File: src/rtl/fully_connect_backward.sv
// fully_connect_backward: FC-layer backward pass (db, dW, dX) on one time-multiplexed MAC
module fully_connect_backward #(
    parameter int batch_size   = 1,
    parameter int feature_size = 3,
    parameter int bias_size    = 2
) (
    input  logic        clk,
    input  logic        rst,
    input  logic        start,
    input  logic [31:0] data        [batch_size][feature_size],
    input  logic [31:0] weight      [feature_size][bias_size],
    input  logic [31:0] grad_out    [batch_size][bias_size],
    output logic [31:0] grad_data   [batch_size][feature_size],
    output logic [31:0] grad_weight [feature_size][bias_size],
    output logic [31:0] grad_bias   [bias_size],
    output logic        busy,
    output logic        done
);
    typedef enum logic [2:0] {IDLE, CALC_DB, CALC_DW, CALC_DX, DONE} state_t;

    state_t      state_q;
    logic [31:0] x_q  [batch_size][feature_size];
    logic [31:0] w_q  [feature_size][bias_size];
    logic [31:0] dy_q [batch_size][bias_size];
    logic [31:0] acc_q, i_q, j_q, k_q;
    logic [31:0] ni, nj, nk, op_a, op_b, prod, sum;
    logic        i_last, j_last, k_last;

    // Loop bounds of the current phase: i outer, j middle, k inner (summed) index
    always_comb begin
        ni = state_q == CALC_DB ? bias_size : state_q == CALC_DW ? feature_size : batch_size;
        nj = state_q == CALC_DB ? 1 : state_q == CALC_DW ? bias_size : feature_size;
        nk = state_q == CALC_DX ? bias_size : batch_size;
        i_last = i_q == ni - 1;
        j_last = j_q == nj - 1;
        k_last = k_q == nk - 1;
    end

    // MAC operand selection; the bias phase sums dY by forcing the multiplier to 1
    always_comb begin
        op_a = '0;
        op_b = '0;
        for (int b = 0; b < batch_size; b++)
            for (int n = 0; n < bias_size; n++) begin
                if (state_q == CALC_DB && k_q == b && i_q == n) op_a = dy_q[b][n];
                if (state_q == CALC_DW && k_q == b && j_q == n) op_b = dy_q[b][n];
                if (state_q == CALC_DX && i_q == b && k_q == n) op_a = dy_q[b][n];
            end
        for (int b = 0; b < batch_size; b++)
            for (int f = 0; f < feature_size; f++)
                if (state_q == CALC_DW && k_q == b && i_q == f) op_a = x_q[b][f];
        for (int f = 0; f < feature_size; f++)
            for (int n = 0; n < bias_size; n++)
                if (state_q == CALC_DX && j_q == f && k_q == n) op_b = w_q[f][n];
        if (state_q == CALC_DB) op_b = 32'd1;
        prod = op_a * op_b;
        sum  = (k_q == 0 ? '0 : acc_q) + prod;
    end

    // Control FSM, input capture, accumulator and element-wise output write-back
    always_ff @(posedge clk or posedge rst) begin
        if (rst) begin
            state_q     <= IDLE;
            busy        <= 1'b0;
            done        <= 1'b0;
            acc_q       <= '0;
            i_q         <= '0;
            j_q         <= '0;
            k_q         <= '0;
            x_q         <= '{default: '0};
            w_q         <= '{default: '0};
            dy_q        <= '{default: '0};
            grad_data   <= '{default: '0};
            grad_weight <= '{default: '0};
            grad_bias   <= '{default: '0};
        end else begin
            for (int n = 0; n < bias_size; n++)
                if (state_q == CALC_DB && k_last && i_q == n) grad_bias[n] <= sum;
            for (int f = 0; f < feature_size; f++)
                for (int n = 0; n < bias_size; n++)
                    if (state_q == CALC_DW && k_last && i_q == f && j_q == n) grad_weight[f][n] <= sum;
            for (int b = 0; b < batch_size; b++)
                for (int f = 0; f < feature_size; f++)
                    if (state_q == CALC_DX && k_last && i_q == b && j_q == f) grad_data[b][f] <= sum;
            case (state_q)
                IDLE: if (start) begin
                    x_q     <= data;
                    w_q     <= weight;
                    dy_q    <= grad_out;
                    i_q     <= '0;
                    j_q     <= '0;
                    k_q     <= '0;
                    busy    <= 1'b1;
                    state_q <= CALC_DB;
                end
                CALC_DB, CALC_DW, CALC_DX: begin
                    acc_q <= sum;
                    if (!k_last) k_q <= k_q + 1;
                    else begin
                        k_q <= '0;
                        if (!j_last) j_q <= j_q + 1;
                        else begin
                            j_q <= '0;
                            if (!i_last) i_q <= i_q + 1;
                            else begin
                                i_q     <= '0;
                                busy    <= state_q != CALC_DX;
                                done    <= state_q == CALC_DX;
                                state_q <= state_q == CALC_DB ? CALC_DW : state_q == CALC_DW ? CALC_DX : DONE;
                            end
                        end
                    end
                end
                DONE: begin
                    done    <= 1'b0;
                    state_q <= IDLE;
                end
                default: state_q <= IDLE;
            endcase
        end
    end
endmodule

File: config.mk
export PLATFORM = sky130hd
export DESIGN_NAME = fully_connect_backward
export DESIGN_NICKNAME = d
export VERILOG_FILES = /design/src/rtl/fully_connect_backward.sv
export SDC_FILE = /design/constraint.sdc
export NUM_CORES = 2
export LEC_CHECK = 0
export CAP_MARGIN = 30
export CORE_ASPECT_RATIO = 1.4
export CORE_UTILIZATION = 35
export DETAILED_ROUTE_END_ITERATION = 8
export SYNTH_ARGS = -nofsm -noshare
export SYNTH_HDL_FRONTEND = slang
export SYNTH_SLANG_ARGS = --single-unit
File: constraint.sdc
create_clock -name clk -period 30.6 [get_ports clk]
set_input_delay 4.59 -clock clk [delete_from_list [all_inputs] [get_ports clk]]
set_output_delay 4.59 -clock clk [all_outputs]
set_load 0.01 [all_outputs]
---- Yosys cells after proc, flatten, opt, wreduce, memory -nomap -nowiden ----
Cells that the tools add are included.
word-level totals
  bits in registers ....................... 837
  bits of input ports ..................... 355
  word-level logic and storage cells ...... 155
operators by class
  add/sub/neg operators ................... 7
  multipliers ............................. 1
  equal/unequal tests ..................... 17
  mux-type cells .......................... 48
  reductions and logical operators ........ 53
operators with widths
  kind                                                  number
  two-way mux 32 bit                                    24
  one-hot mux 32 bit (2 select lines)                   3
  adder 32 x 1 -> 32 bit, second input constant         3
  equality test 32 x 1 -> 1 bit, second input constant  3
  equality test 32 bit                                  3
  logical NOT 32 bit                                    3
  equality test 32 x 2 -> 1 bit, second input constant  2
  logical AND 1 bit                                     39
  adder 32 bit                                          1
  multiplier 32 x 32 -> 32 bit                          1
  two-way mux 3 bit                                     6
  AND reduction 4 bit                                   3
  subtractor 2 x 1 -> 3 bit, second input constant      3
  two-way mux 1 bit                                     8
  two-way mux 2 bit                                     4
  inequality test 2 bit, second input constant          4
  equality test 3 x 2 -> 1 bit, second input constant   2
  one-hot mux 3 bit (2 select lines)                    1
  AND reduction 5 bit                                   1
  one-hot mux 1 bit (2 select lines)                    2
  AND reduction 2 bit                                   2
  nonzero test 2 bit                                    2
  equality test 3 x 1 -> 1 bit, second input constant   1
  equality test 3 bit, second input constant            1
  other kinds (4)                                       4

---- Logic depth before layout (Yosys ltp) ----
  depth in word-level cells ............... 14
  depth in mapped cells ................... 44
  mapped depth without buffers ............ 39

---- Least setup slack after synthesis ----
Ideal clock, no wire load.
  path type ............................... reg2reg
  start ................................... reg k_q[0]
  end ..................................... reg grad_bias[62] in the netlist's numbering
  library setup time ...................... 133 ps
  data arrival time ....................... 9835 ps
  required time ........................... 30467 ps
  path slack .............................. 20632 ps
  cell stages (with the launch flop) ...... 43
  path buffers ............................ 6
  period minus slack after synthesis ...... 9968 ps
  path through ............................ dfrtp_1 inv_1 ha_1 clkbuf_1 clkinv_1 nor2_1 and3_1 clkbuf_1 and2_1 clkbuf_1 clkbuf_1 nand2_1 o21ai_0 clkbuf_1 nand2_1 fa_1 inv_1 fa_1 [7 not listed] inv_1 fa_1 inv_1 fa_1 inv_1 ha_1 o21a_1 o21ai_0 nor2_1 a211o_1 a311oi_1 o311ai_0 o211a_1 o41a_1 a21oi_1 xor2_1 clkbuf_1 o21ai_0
on the way
  longest elaborated chain between the ends .. 14
  elaborated cells on any way between the ends .. 41
RTL lines
  element                          RTL line  text
  from (decl)                      25        logic [31:0] acc_q, i_q, j_q, k_q;
  from (signal assigned)           98        if (!k_last) k_q <= k_q + 1;
  logical NOT 32 bit               -
  logical AND 1 bit                46, 51
  logical AND 1 bit                46        if (state_q == CALC_DW && k_q == b && j_q == n) op_b = dy_q[b][n];
  two-way mux 32 bit (2 in a row)  46
  two-way mux 32 bit (6 in a row)  54        if (state_q == CALC_DX && j_q == f && k_q == n) op_b = w_q[f][n];
  two-way mux 32 bit               55        if (state_q == CALC_DB) op_b = 32'd1;
  multiplier 32 x 32 -> 32 bit     56        prod = op_a * op_b;
  adder 32 bit                     57        sum = (k_q == 0 ? '0 : acc_q) + prod;
  to (signal, indexed assignment)  78        if (state_q == CALC_DB && k_last && i_q == n) grad_bias[n] <= sum;
  to (decl)                        15        output logic [31:0] grad_bias [bias_size],
Several ways; a longest one is shown, not always the timed one.
A chain may end at the register's enable or synchronous reset.

---- Worst setup path after layout ----
  start ................................... reg j_q[24]
  end ..................................... reg grad_weight[94] in the netlist's numbering
on the way
  longest elaborated chain between the ends .. 13
  elaborated cells on any way between the ends .. 26
RTL lines
  element                          RTL line  text
  from (decl)                      25
  from (signal assigned)           101       if (!j_last) j_q <= j_q + 1;
  logical NOT 32 bit               46, 54
  logical AND 1 bit                46
  two-way mux 32 bit (2 in a row)  46
  two-way mux 32 bit (6 in a row)  54
  two-way mux 32 bit               55
  multiplier 32 x 32 -> 32 bit     56
  adder 32 bit                     57
  to (signal, indexed assignment)  81        if (state_q == CALC_DW && k_last && i_q == f && j_q == n) grad_weight[f][n] <= sum;
  to (decl)                        14        output logic [31:0] grad_weight [feature_size][bias_size],
Several ways; a longest one is shown, not always the timed one.

==> results.toml <==
[placed_design]
place_worst_setup_slack_ns = 18.54
numPortBuffers = 708
finalWeightedCongestion = 1.02
post-dp-hpwl_um = 154000
cell_area_placed_um2 = 62300

[logic_synthesis]
synthesis.area_um2 = 52600
synth_enable_flop_cells = 0
postSynth.asyncResetShare_pct = 100
ys_seq_elements = 837
number_of_nets_produced_by_synthesis = 6161
yosysSeqAreaShare_pct = 39.8
yosys.area.top_type = "sky130_fd_sc_hd__dfrtp_1"
post_synth_main_area_contributors = "sky130_fd_sc_hd__dfrtp_1, sky130_fd_sc_hd__fa_1, sky130_fd_sc_hd__mux2_2"
synthDominantCellAreaShare_pct = 39.8
most_used_flip_flop_cell_after_synthesis = "sky130_fd_sc_hd__dfrtp_1"
postSynthCellCount = 5233
post_synth_num_cell_types = 90
yosysWarningCount = 0
synthesis.area_per_instance_um2 = 10.1

[sta]
max-slew-margin-rel_pct = 16.2
min_period_over_period_pct = 40.8
rsz0062_at_grt = "no"
post-route-min-period_ns = 12.48
max_freq_mhz = 80.1
clock_skew_ns = 0.0596
timing_hold_violations_final = 0
timing.final.setup_violations = 0
fin_worst_hold_slack_ns = 0.475
finalWorstSetupSlack_ns = 18.12
fin_tns_setup_ns = 0
worstMarginPinSlew_ns = 1.26
timing_max_transition_violations_final = 0

[global_route]
grt.total_usage_pct = 26.6
maximum_number_of_pins_on_one_net_before_global_route_repair = 182
number_of_antenna_violations_at_the_first_check_in_global_routing = 16
grt-ovfl-total = 0
grt_pass1_wl_um = 293000
grt_pass1_vias = 43300

[routing]
dr.pass1.iters = 7
met3RoutedLength_um = 14200
drt-wirelength-per-cell_um = 25.5
first_iter_violations = 3573
top_layer = "met5"
via_count = 42100
antenna_violating_nets_post_route = 0
drt_drc_violations_left = 0
routed_wl_um = 201000
post_drt_via_cell_ratio = 5.34
met2WireLength_um = 97400
met1_length_um = 73400

[setup_path]
cp_data_required_time_ns = 31.16
crit_path_frequent_cell = "sky130_fd_sc_hd__fa_1"
critPathMaxFanout = 27
crit_slowest_cell = "sky130_fd_sc_hd__nor3_1"
critical_path_class = "flop to flop"
worst_path_largest_cell_delay_ns = 1.03
reg2reg_slack_ns = 18.12
start_kind = "flop"
timing.critical_path.to_type = "flop"
data_arrival_time_of_the_worst_path_ns = 13.04

[floorplan]
std_cell_rows = 168
num_io_pins = 709
die_h_um = 461
initial_utilization_pct = 35.2
die-width_um = 330
dieArea_um2 = 152000
placeableCoreArea_um2 = 149000

[layout]
design.final.nets = 6771
syn2layout_area_growth_pct = 24.4
drive_above_1_share_pct = 13.1
final_area_um2 = 65400

[clock_tree]
post_cts.repair.setup_buffers = 0
worst_skew_pair.late_latency_ns = 0.75
clock_sink_count = 837
cts.root.buffer_cell = "sky130_fd_sc_hd__clkbuf_16"
cts.reportedPaths.clkPinSlew_ns = 0.06
cts_hold_buffers = 0
cts_repair_resize_count = 0
max-clock-path-buffers = 3
numCtsBuffers = 88
cts_tree = "done"
cts.htree.levels = 3

[worst_hold_path]
holdCritPathClass = "flop to flop"

[outcome]
outcome = "finished clean"

[pwr]
irDropWorstVdd_uv = 40.7
power.density_nw_per_um2 = 42.4
p_leak_nw = 29.0

[flow_run]
max_capacitance_violation_count = 0
cells by family (layout without fill, tap and decap cells):
logic type | Yosys count | after routing | synth area share (%)
xor gates and xnor gates | 149 | 149 | 2.67
buffers and inverters | 834 | 1516 | 6.03
other | 0 | 13 | 0
and+or+nand+nor | 1578 | 1578 | 13.3
AOI/OAI and AO/OA | 864 | 864 | 9.78
muxes | 398 | 398 | 8.51
adders and majority gates | 573 | 573 | 19.9
DFF | 837 | 837 | 39.8
path summary, 6_finish.rpt:
check | startpoint | end | depth (start not counted)
worst max-delay path | j_q[24] | grad_weight[94] | 35
worst min-delay path | grad_weight[186] | grad_weight[186] | 2
worst max register to register | j_q[24] | grad_weight[94] | 35
worst min register to register | grad_weight[186] | grad_weight[186] | 2
max in group asynchronous | rst | grad_data[29] | 4
min in group asynchronous | rst | dy_q[13] | 2
registers in the layout, summed over array words and instances (netlist names), 64 cells and up:
signal and cells:
w_q 192, x_q 96, grad_bias 64, dy_q 64, grad_weight 192, grad_data 96
synth_stat cells, drive strengths merged (17+ instances only):
library cell	instances
a21oi	143
a221o	27
a221oi	20
a22oi	19
a31oi	18
and2	34
and3	32
buf	36
clkbuf	273
dfrtp	837
fa	438
ha	135
inv	524
mux2	394
nand2	718
nand2b	66
nand3	73
nand4	40
nor2	444
nor2b	17
nor3	44
nor4	29
o21ai	483
o31ai	18
or2	29
or3	20
xnor2	73
xor2	69
final cells by class:
class | count | area [um^2]
diodes | 13 | 32.5
clock inverters | 37 | 549
multi-input cells | 3562 | 28800
clock buffers | 125 | 2580
fillers | 14300 | 84000
repair buffers | 829 | 8080
flip-flops and latches | 837 | 20900
inverters | 525 | 1980
well taps | 1955 | 2450
where the power goes:
part | total, mW | switching [mW] | internal (mW) | leakage (nW)
Sequential | 1.19 | 0.0471 | 1.14 | 11.3
Clock | 1.15 | 0.493 | 0.657 | 1.54
Combinational | 0.432 | 0.289 | 0.143 | 16.2
Total | 2.77 | 0.829 | 1.94 | 29.0
critical path, delay by kind of cell, from the launching register on:
family / cells / cell delay [ns]
simple gates: 6 / 2.83
buf+inv: 7 / 0.57
flops: 1 / 0.45
xor+xnor: 1 / 0.53
compound gates: 12 / 3.66
fa+ha+maj: 9 / 4.24
layout by cell type (no fill, tap or decap), drive strengths merged, types with 13 or more instances in the layout:
cell,synthesis,layout
clkdlybuf4s50,0,708
ha,135,135
dfrtp,837,837
a221o,27,27
a221oi,20,20
inv,524,528
or3,20,20
buf,36,121
a22oi,19,19
nor2b,17,17
nor4,29,29
a21oi,143,143
nand2,718,718
nor2,444,444
clkbuf,273,125
nand4,40,40
diode,0,13
o21a,15,15
nand2b,66,66
o31ai,18,18
clkinv,1,27
nand3,73,73
mux2,394,394
o21ai,483,483
fa,438,438
and3,32,32
xnor2,73,73
nor3,44,44
or2,29,29
xor2,69,69
and2,34,34
a31oi,18,18
layer usage:
layer	vias up	track usage [%]
met5	-	0
met4	2	18.6
met3	614	5.04
met2	1962	44.6
met1	21100	30.4
li1	18400	-
metrics by stage:
step | util, % | power (mW) | instances
final | 43.8 | 2.77 | 7883
after global routing | 43.8 | 2.86 | 7882
after CTS | 43.8 | 2.79 | 7870
after detailed placement | 41.7 | 1.63 | 7708
after global placement | 41.6 | 1.63 | 7698
after floorplan | - | 1.41 | 5233
No activity file was read; power rests on OpenSTA's default activity.
